[config.mk]
export PLATFORM = sky130hd
export DESIGN_NAME = ir_tx
export DESIGN_NICKNAME = d
export VERILOG_FILES = /design/src/rtl/ir_tx.sv
export SDC_FILE = /design/constraint.sdc
export NUM_CORES = 1
export LEC_CHECK = 0
export BUFFER_PORTS_ARGS = -buffer_cell sky130_fd_sc_hd__buf_4
export CAP_MARGIN = 20
export CORE_MARGIN = 5
export CORE_UTILIZATION = 37
export CTS_BUF_LIST = sky130_fd_sc_hd__clkbuf_2
export DETAILED_ROUTE_END_ITERATION = 6
export PLACE_DENSITY_LB_ADDON = 0.25
export SETUP_SLACK_MARGIN = 0.3
export SLEW_MARGIN = 15
export SYNTH_ARGS = -nofsm -noshare
export SYNTH_HDL_FRONTEND = slang
export SYNTH_SLANG_ARGS = --single-unit
[constraint.sdc]
create_clock -name clk27 -period 6.2 [get_ports clk27]
set_input_delay 0.93 -clock clk27 [delete_from_list [all_inputs] [get_ports clk27]]
set_output_delay 0.93 -clock clk27 [all_outputs]
set_load 0.005 [all_outputs]
[src/rtl/ir_tx.sv]
// ir_tx: NEC infrared transmitter, full frames plus 108 ms repeat codes while held,
// active-low envelope and optional carrier-modulated LED drive.
module ir_tx #(
   parameter int LEAD_MARK    = 243000,
   parameter int LEAD_SPACE   = 121500,
   parameter int RPT_SPACE    = 60750,
   parameter int BIT_MARK     = 15120,
   parameter int SPACE_ZERO   = 15120,
   parameter int SPACE_ONE    = 45630,
   parameter int FRAME_PERIOD = 2916000,
   parameter int CARRIER_HALF = 355,
   parameter bit CARRIER_EN   = 1'b1
) (
   input  logic        clk27,
   input  logic        reset_n,
   input  logic [15:0] tx_code,
   input  logic        tx_start,
   input  logic        tx_hold,
   output logic        busy,
   output logic        tx_done,
   output logic        ir_tx_n,
   output logic        ir_led
);
   localparam logic [3:0] S_IDLE      = 4'd0;
   localparam logic [3:0] S_LEAD_MARK = 4'd1;
   localparam logic [3:0] S_LEAD_SPC  = 4'd2;
   localparam logic [3:0] S_BIT_MARK  = 4'd3;
   localparam logic [3:0] S_BIT_SPC   = 4'd4;
   localparam logic [3:0] S_STOP_MARK = 4'd5;
   localparam logic [3:0] S_GAP       = 4'd6;
   localparam logic [3:0] S_RPT_MARK  = 4'd7;
   localparam logic [3:0] S_RPT_SPC   = 4'd8;
   localparam logic [3:0] S_RPT_STOP  = 4'd9;

   logic [3:0]  state_q, state_d;
   logic [17:0] ph_q, ph_d, len;
   logic [21:0] per_q, per_d;
   logic [31:0] sh_q, sh_d;
   logic [5:0]  bit_q, bit_d;
   logic [15:0] car_q, car_d;
   logic        cph_q, cph_d, mark_d, ph_end, gap_end, car_end, lead_in;
   logic        busy_q, done_q, txn_q, led_q;

   function automatic logic is_mark(input logic [3:0] s);
      return s == S_LEAD_MARK || s == S_BIT_MARK || s == S_STOP_MARK || s == S_RPT_MARK || s == S_RPT_STOP;
   endfunction

   always_comb begin
      len = (state_q == S_LEAD_MARK || state_q == S_RPT_MARK) ? 18'(LEAD_MARK) :
            state_q == S_LEAD_SPC ? 18'(LEAD_SPACE) :
            state_q == S_RPT_SPC  ? 18'(RPT_SPACE) :
            state_q == S_BIT_SPC  ? (sh_q[31] ? 18'(SPACE_ONE) : 18'(SPACE_ZERO)) : 18'(BIT_MARK);
      ph_end  = ph_q == len - 18'd1;
      gap_end = per_q == 22'(FRAME_PERIOD - 1);
      state_d = state_q;
      sh_d    = sh_q;
      bit_d   = bit_q;
      case (state_q)
         S_IDLE: if (tx_start) begin
            state_d = S_LEAD_MARK;
            sh_d    = {tx_code[15:8], ~tx_code[15:8], tx_code[7:0], ~tx_code[7:0]};
            bit_d   = '0;
         end
         S_LEAD_MARK: if (ph_end) state_d = S_LEAD_SPC;
         S_LEAD_SPC:  if (ph_end) state_d = S_BIT_MARK;
         S_BIT_MARK:  if (ph_end) state_d = S_BIT_SPC;
         S_BIT_SPC: if (ph_end) begin
            sh_d    = {sh_q[30:0], 1'b0};
            bit_d   = bit_q + 6'd1;
            state_d = bit_q == 6'd31 ? S_STOP_MARK : S_BIT_MARK;
         end
         S_STOP_MARK: if (ph_end) state_d = S_GAP;
         S_GAP:       if (gap_end) state_d = tx_hold ? S_RPT_MARK : S_IDLE;
         S_RPT_MARK:  if (ph_end) state_d = S_RPT_SPC;
         S_RPT_SPC:   if (ph_end) state_d = S_RPT_STOP;
         S_RPT_STOP:  if (ph_end) state_d = S_GAP;
         default:     state_d = S_IDLE;
      endcase
      ph_d    = (state_d != state_q || state_q == S_IDLE || state_q == S_GAP) ? '0 : ph_q + 18'd1;
      lead_in = (state_d == S_LEAD_MARK || state_d == S_RPT_MARK) && state_d != state_q;
      per_d   = (lead_in || state_d == S_IDLE) ? '0 : per_q + 22'd1;
      // carrier restarts high on every entry into a mark
      mark_d  = is_mark(state_d);
      car_end = car_q == 16'(CARRIER_HALF - 1);
      car_d   = (mark_d && is_mark(state_q) && !car_end) ? car_q + 16'd1 : '0;
      cph_d   = !is_mark(state_q) ? 1'b1 : car_end ? ~cph_q : cph_q;
   end

   always_ff @(posedge clk27 or negedge reset_n) begin
      if (!reset_n) begin
         state_q <= S_IDLE;
         ph_q    <= '0;
         per_q   <= '0;
         sh_q    <= '0;
         bit_q   <= '0;
         car_q   <= '0;
         cph_q   <= 1'b0;
         busy_q  <= 1'b0;
         done_q  <= 1'b0;
         txn_q   <= 1'b1;
         led_q   <= 1'b0;
      end else begin
         state_q <= state_d;
         ph_q    <= ph_d;
         per_q   <= per_d;
         sh_q    <= sh_d;
         bit_q   <= bit_d;
         car_q   <= car_d;
         cph_q   <= cph_d;
         busy_q  <= state_d != S_IDLE;
         done_q  <= state_q == S_GAP && gap_end && !tx_hold;
         txn_q   <= ~mark_d;
         led_q   <= CARRIER_EN ? (mark_d & cph_d) : mark_d;
      end
   end

   assign busy    = busy_q;
   assign tx_done = done_q;
   assign ir_tx_n = txn_q;
   assign ir_led  = led_q;
endmodule

==> results of run 1 <==
logic make-up (layout without fill, tap and decap cells):
group,count (synthesis),count (layout),share of synthesized area (%)
simple gates,262,262,24.2
compound gates,128,128,13.7
flops,103,103,45.8
xor+xnor,59,59,9.19
buf+inv,50,63,4.47
mux,7,7,1.29
fa+ha+maj,6,6,1.33
other cells,0,1,0
registers in the layout, summed over array words and instances, names as in the netlist:
register / flops
ph_q: 18
cph_q: 1
state_q: 4
ir_led: 1
ir_tx_n: 1
bit_q: 6
car_q: 16
sh_q: 32
busy: 1
tx_done: 1
per_q: 22
synth_stat cells, types with 4 or more instances:
library cell | n | share of area (%)
o22ai_1 | 4 | 0.44
xnor2_1 | 21 | 3.3
nor2_4 | 9 | 1.8
nor2b_1 | 6 | 0.67
and3_1 | 18 | 2.0
buf_6 | 4 | 0.80
xor2_1 | 38 | 5.9
nand3_1 | 33 | 2.9
a21oi_1 | 51 | 4.5
nand2b_1 | 6 | 0.67
nor4_1 | 4 | 0.44
clkbuf_1 | 17 | 1.1
mux2i_1 | 5 | 0.89
inv_1 | 15 | 1.0
nand2_1 | 66 | 4.4
ha_1 | 6 | 1.3
nor3_1 | 5 | 0.44
nand4_1 | 7 | 0.78
a31oi_1 | 18 | 2.0
o21ai_0 | 23 | 2.0
buf_2 | 8 | 0.71
nor2_1 | 77 | 5.1
dfrtp_1 | 102 | 45
and4_1 | 4 | 0.62
power breakdown:
group          leakage [nW]  internal (mW)  switching, mW
combinational          1.07        0.00968         0.0190
clock                0.0621         0.0586          0.239
sequential             1.29          0.674              0
how the worst min path moves through the flow:
stage	to	slack, ps	cells past startpoint
global placement	per_q[0]	460	1
global route	car_q[4]	240	1
detailed placement	per_q[0]	480	1
floorplan	per_q[0]	440	1
finish	car_q[15]	280	1
CTS	car_q[15]	250	1
layout make-up:
| cell class | count | area [um2] | share of cell area [%] |
|---|---|---|---|
| clock inverters | 7 | 56.3 | 0.935 |
| flip-flops and latches | 103 | 2580 | 42.8 |
| clock buffers | 9 | 45.0 | 0.748 |
| well taps | 188 | 235 | 3.91 |
| inverters | 16 | 60.1 | 0.997 |
| repair buffers | 31 | 233 | 3.86 |
| multi-input cells | 462 | 2810 | 46.7 |
| diodes | 1 | 2.50 | 0.0416 |
critical path, delay by kind of cell, from the launching register on:
| kind | cells | cell delay [ps] |
|---|---|---|
| flops | 1 | 960 |
| xor+xnor | 1 | 130 |
| compound gates | 4 | 880 |
| simple gates | 4 | 1610 |
| mux | 1 | 660 |
| fa+ha+maj | 1 | 270 |
per-layer routing:
layer / vias up / GRT usage (%) / part of all wire, %
met2: 73 / 22.5 / 48
met4: 0 / 3.60 / 1.0
met3: 11 / 3.85 / 4.3
met5: - / 0 / 0
met1: 2081 / 18.9 / 47
li1: 2148 / - / -
==> flow_metrics.tcl, run 1 <==
set metrics [dict create \
    async_flop_share_pct 100 \
    synth-edff-count 0 \
    holdWs_ps 284 \
    final_cells 817 \
    clock_skew_ps 35.8 \
    place_area_mm2 0.00592 \
    hold_violations 0 \
    crit_required_ps 6760 \
    outcome "complete, no violations" \
    setup.worst_path.start "state_q[2]" \
    arrival_ps 5140 \
    h-tree-depth 3 \
    final_nets 649 \
    drive_gt1_share_pct 11.3 \
    place_ws_ps 1650 \
    ys_types 67 \
    cts-root-buf "clkbuf_2" \
    gr-total-overflow 0 \
    p_per_area_mw_per_mm2 166 \
    power_mw 1.00 \
    drc 0 \
    grt_pass1_wl_um 20800 \
    die_area_mm2 0.0178 \
    ys_seq_area_share_pct 45.8 \
    cap_viol_max_count 0 \
    portBuffers 23 \
    place_inst 800 \
    r2r_cells 11 \
    post-cts-setup-buffers 0 \
    antenna_found_initial 0 \
    final_area_mm2 0.00602 \
    ctsHoldBuffers 0 \
    num-fill-cells 1477 \
    cp_max_fo 26 \
    yosys_register_bits 103 \
    final_cell_mix "dfrtp_1, nor2_1, nand2_1, a21oi_1, xor2_1" \
    ios 24 \
    synth.net_count 641 \
    cts_sinks 103 \
    coreArea_mm2 0.0150 \
    routed-via-count 4313 \
    area_growth_pct 7.05 \
    setup_violations 0 \
    wirelength_um 11900 \
    grt_max_degree 55 \
    critPathLaunchType "flip-flop" \
    syn-cell-area_mm2 0.00563 \
    grt_usage_pct 14.1 \
    crit_type "flip-flop to flip-flop" \
    rows 45 \
    drtAntennaViolNets 0 \
    final_max_slew_viol_count 0 \
    finalSetupTns_ps 0 \
    rr_endpoint "car_q[7]" \
    worstSkewPairLatency_ps 620 \
    cts_resized 0 \
    leakage_nw 2.42 \
    fmax_mhz 218 \
    die_y_um 133 \
    crit_chain "nor2_1, o211ai_1, ha_1, xor2_1, o2111ai_1, a311oi_1, o2111ai_1, nor4_4, mux2i_1, nand3_1, nor2_1" \
    cts_tree "built" \
    fin_crit_sh_pct 74.0 \
    utilization_pct 40.1 \
    place_congestion 0.840 \
    worst-r2r-setup-slack_ps 1610 \
    max_stage_delay_ps 960 \
    clockBufferDepth 2 \
    start_util_pct 37.4 \
    numCtsBuffers 9 \
    critPathSlowestCell "dfrtp_1" \
    setup_slack_ps 1610 \
    die_w_um 133 \
    wire_per_inst_um 14.6 \
    slew_headroom_pct 30.7 \
    irDropWorstVdd_v 0.000147 \
    clk_pin_slew_ps 290 \
    syn_inst 615 \
    syn_avg_cell_area_um2 9.15 \
    finalCriticalPeriod_ps 4590 \
    first_global_vias 4223 \
    avgViaCountPerCell 5.28 \
    dr.first_iter.drc_count 241 \
    dp_hpwl_um 8200 \
    worstHoldPathType "primary input to async pin" \
    yosysWarningCount 0 \
    synth_ff_type "dfrtp_1" \
    r2r-start "state_q[2]" \
    dr.pass1.iters 5 \
    final_common_cell "dfrtp_1" \
    tightest_slew_ps 1040 \
    end_kind "flip-flop" \
    rsz0062_at_grt "false" \
    cp-endpoint "car_q[7]" \
]
Note: power is estimated with default switching activity, not from simulation.
==> run 2: changes to the inputs <==
==> constraint.sdc (replaced) <==
create_clock -name clk27 -period 4.1 [get_ports clk27]
set_input_delay 0.615 -clock clk27 [delete_from_list [all_inputs] [get_ports clk27]]
set_output_delay 0.615 -clock clk27 [all_outputs]
set_load 0.005 [all_outputs]
==> run 2 against run 1 <==
  * Critical endpoint is now per_q[11]
  * Wire length is 5.2% higher
  * Final cell count up 2.9%
  * First-iteration DRC count is 3.7% higher
  * Fmax is 26% higher
  * Total power is 57% higher
  * Sequential power rose by 51%
  * Cell area is 5.8% higher
==> flow_metrics.tcl, run 2 (synthesized netlist as in run 1, its figures left out) <==
set metrics [dict create \
    avgViaCountPerCell 5.36 \
    die_w_um 133 \
    grt_pass1_wl_um 21100 \
    coreArea_mm2 0.0150 \
    worstSkewPairLatency_ps 620 \
    regMostFlops "sh_q" \
    final_common_cell "dfrtp_1" \
    seqPwrFrac_pct 64.8 \
    die_y_um 133 \
    tightest_slew_ps 936 \
    die_area_mm2 0.0178 \
    fmax_mhz 275 \
    wire_per_inst_um 14.9 \
    numCtsBuffers 9 \
    cts_sinks 103 \
    critPathLaunchType "flip-flop" \
    end_kind "flip-flop" \
    cts_tree "built" \
    drtAntennaViolNets 0 \
    setup_violations 0 \
    drive_gt1_share_pct 17.3 \
    area_growth_pct 13.3 \
    final_area_mm2 0.00637 \
    final_cell_mix "dfrtp_1, nor2_1, nand2_1, buf_4, a21oi_1" \
    h-tree-depth 3 \
    clock_skew_ps 27.0 \
    p_per_area_mw_per_mm2 247 \
    antenna_found_initial 0 \
    dr.first_iter.drc_count 250 \
    switching_share_pct 24.4 \
    ios 24 \
    worstHoldPathType "primary input to flip-flop" \
    slew_headroom_pct 36.7 \
    power_mw 1.57 \
    cts-root-buf "clkbuf_2" \
    final_nets 673 \
    hold_violations 0 \
    outcome "complete, no violations" \
    cp_max_fo 8 \
    p_int_mw 1.19 \
    gr-total-overflow 0 \
    finalSetupTns_ps 0 \
    irDropWorstVdd_v 0.000195 \
    wirelength_um 12600 \
    crit_type "flip-flop to flip-flop" \
    clk_pin_slew_ps 270 \
    arrival_ps 4160 \
    rows 45 \
    cap_viol_max_count 0 \
    holdWs_ps 185 \
    dp_hpwl_um 8530 \
    place_congestion 0.868 \
    place_area_mm2 0.00605 \
    rsz0062_at_grt "true" \
    fin_crit_sh_pct 88.6 \
    grt_usage_pct 14.4 \
    clockBufferDepth 2 \
    dr.pass1.iters 4 \
    first_global_vias 4357 \
    largest_reg_flops 32 \
    portBuffers 23 \
    leakage_nw 2.57 \
    grt_max_degree 84 \
    clkPwrFrac_pct 32.4 \
    crit_required_ps 4620 \
    largestRegisters "sh_q: 32 flops, per_q: 22 flops, ph_q: 18 flops" \
    drc 0 \
    p_sw_uw 384 \
    power_frac_comb_pct 2.8 \
    routed-via-count 4504 \
    start_util_pct 37.4 \
    final_max_slew_viol_count 0 \
    finalCriticalPeriod_ps 3630 \
]
-- run 2: cell types whose count changed in the layout (fill, tap and decap cells not counted), moves of 2 or more --
cell       before  now
o2111ai_1       2    0
dfrtp_1       102   97
clkinv_2        2    0
a21oi_1        51   45
clkbuf_2        9   11
buf_12          0    2
dfrtp_2         0    5
o2111ai_2       0    2
a21oi_2         0    6
buf_6           0    4
buf_4          31   48
-- run 2: worst paths after layout --
path / start / end / slack, ps / depth (start not counted)
min: tx_code[0] / sh_q[0] / 180 / 2
max: state_q[3] / per_q[11] / 470 / 14
min reg2reg: per_q[0] / per_q[0] / 490 / 1
max reg2reg: state_q[3] / per_q[11] / 470 / 14
min in group asynchronous: reset_n / car_q[11] / 560 / 2
max in group asynchronous: reset_n / per_q[12] / 2710 / 3
-- run 2: metrics by stage --
stage               worst slack [ps]  std cells  util (%)
finish                           468        841      42.4
global route                     267        840      42.4
CTS                              301        830      41.1
detailed placement               224        814      40.2
global placement                 328        814      40.2
floorplan                        443        615         -
-- run 2: repair_timing --
item,CTS,global route
buffers inserted,0,6
hold endpoints to repair,0,33
cloned,0,3
hold buffers,0,1
resized for setup,1,28
endpoints found under the setup margin,23,82
pin swaps,0,15
-- run 2: power groups by stage --
| stage | registers (mW) | clock network [mW] | logic, mW |
|---|---|---|---|
| finish | 1.02 | 0.509 | 0.0443 |
| global route | 1.02 | 0.578 | 0.0524 |
| CTS | 1.02 | 0.542 | 0.0454 |
| detailed placement | 1.04 | 0 | 0.0453 |
| global placement | 1.04 | 0 | 0.0448 |
| floorplan | 1.04 | 0 | 0.00690 |
-- run 2: final cells by class --
type,count,area [um2]
clock inverter,5,66.3
clock buffer,11,55.1
tap,188,235
sequential,103,2580
multi-input combinational,462,2910
inverter,16,60.1
antenna,1,2.50
fill,1464,8660
timing repair buffer,55,455
-- run 2: critical path: stages, from the launching register on --
cell and delay, ps:
dfrtp_2 460, nand3b_1 220, nand3_1 120, o211ai_1 130, ha_4 300, xor2_2 140
o2111ai_2 140, a311oi_2 230, o2111ai_2 220, or4_4 620, mux2_4 280, o211ai_1 260
o2bb2ai_4 180, buf_4 190, a21oi_1 70
-- run 2: layer usage --
| metal | part of all wire (%) | GRT usage [%] | up-vias | wire (um) |
|---|---|---|---|---|
| li1 | - | - | 2202 | - |
| met1 | 46 | 18.7 | 2196 | 5840 |
| met2 | 48 | 23.4 | 87 | 6010 |
| met3 | 3.7 | 3.32 | 19 | 467 |
| met4 | 2.0 | 5.31 | 0 | 252 |
| met5 | 0 | 0 | - | 0 |
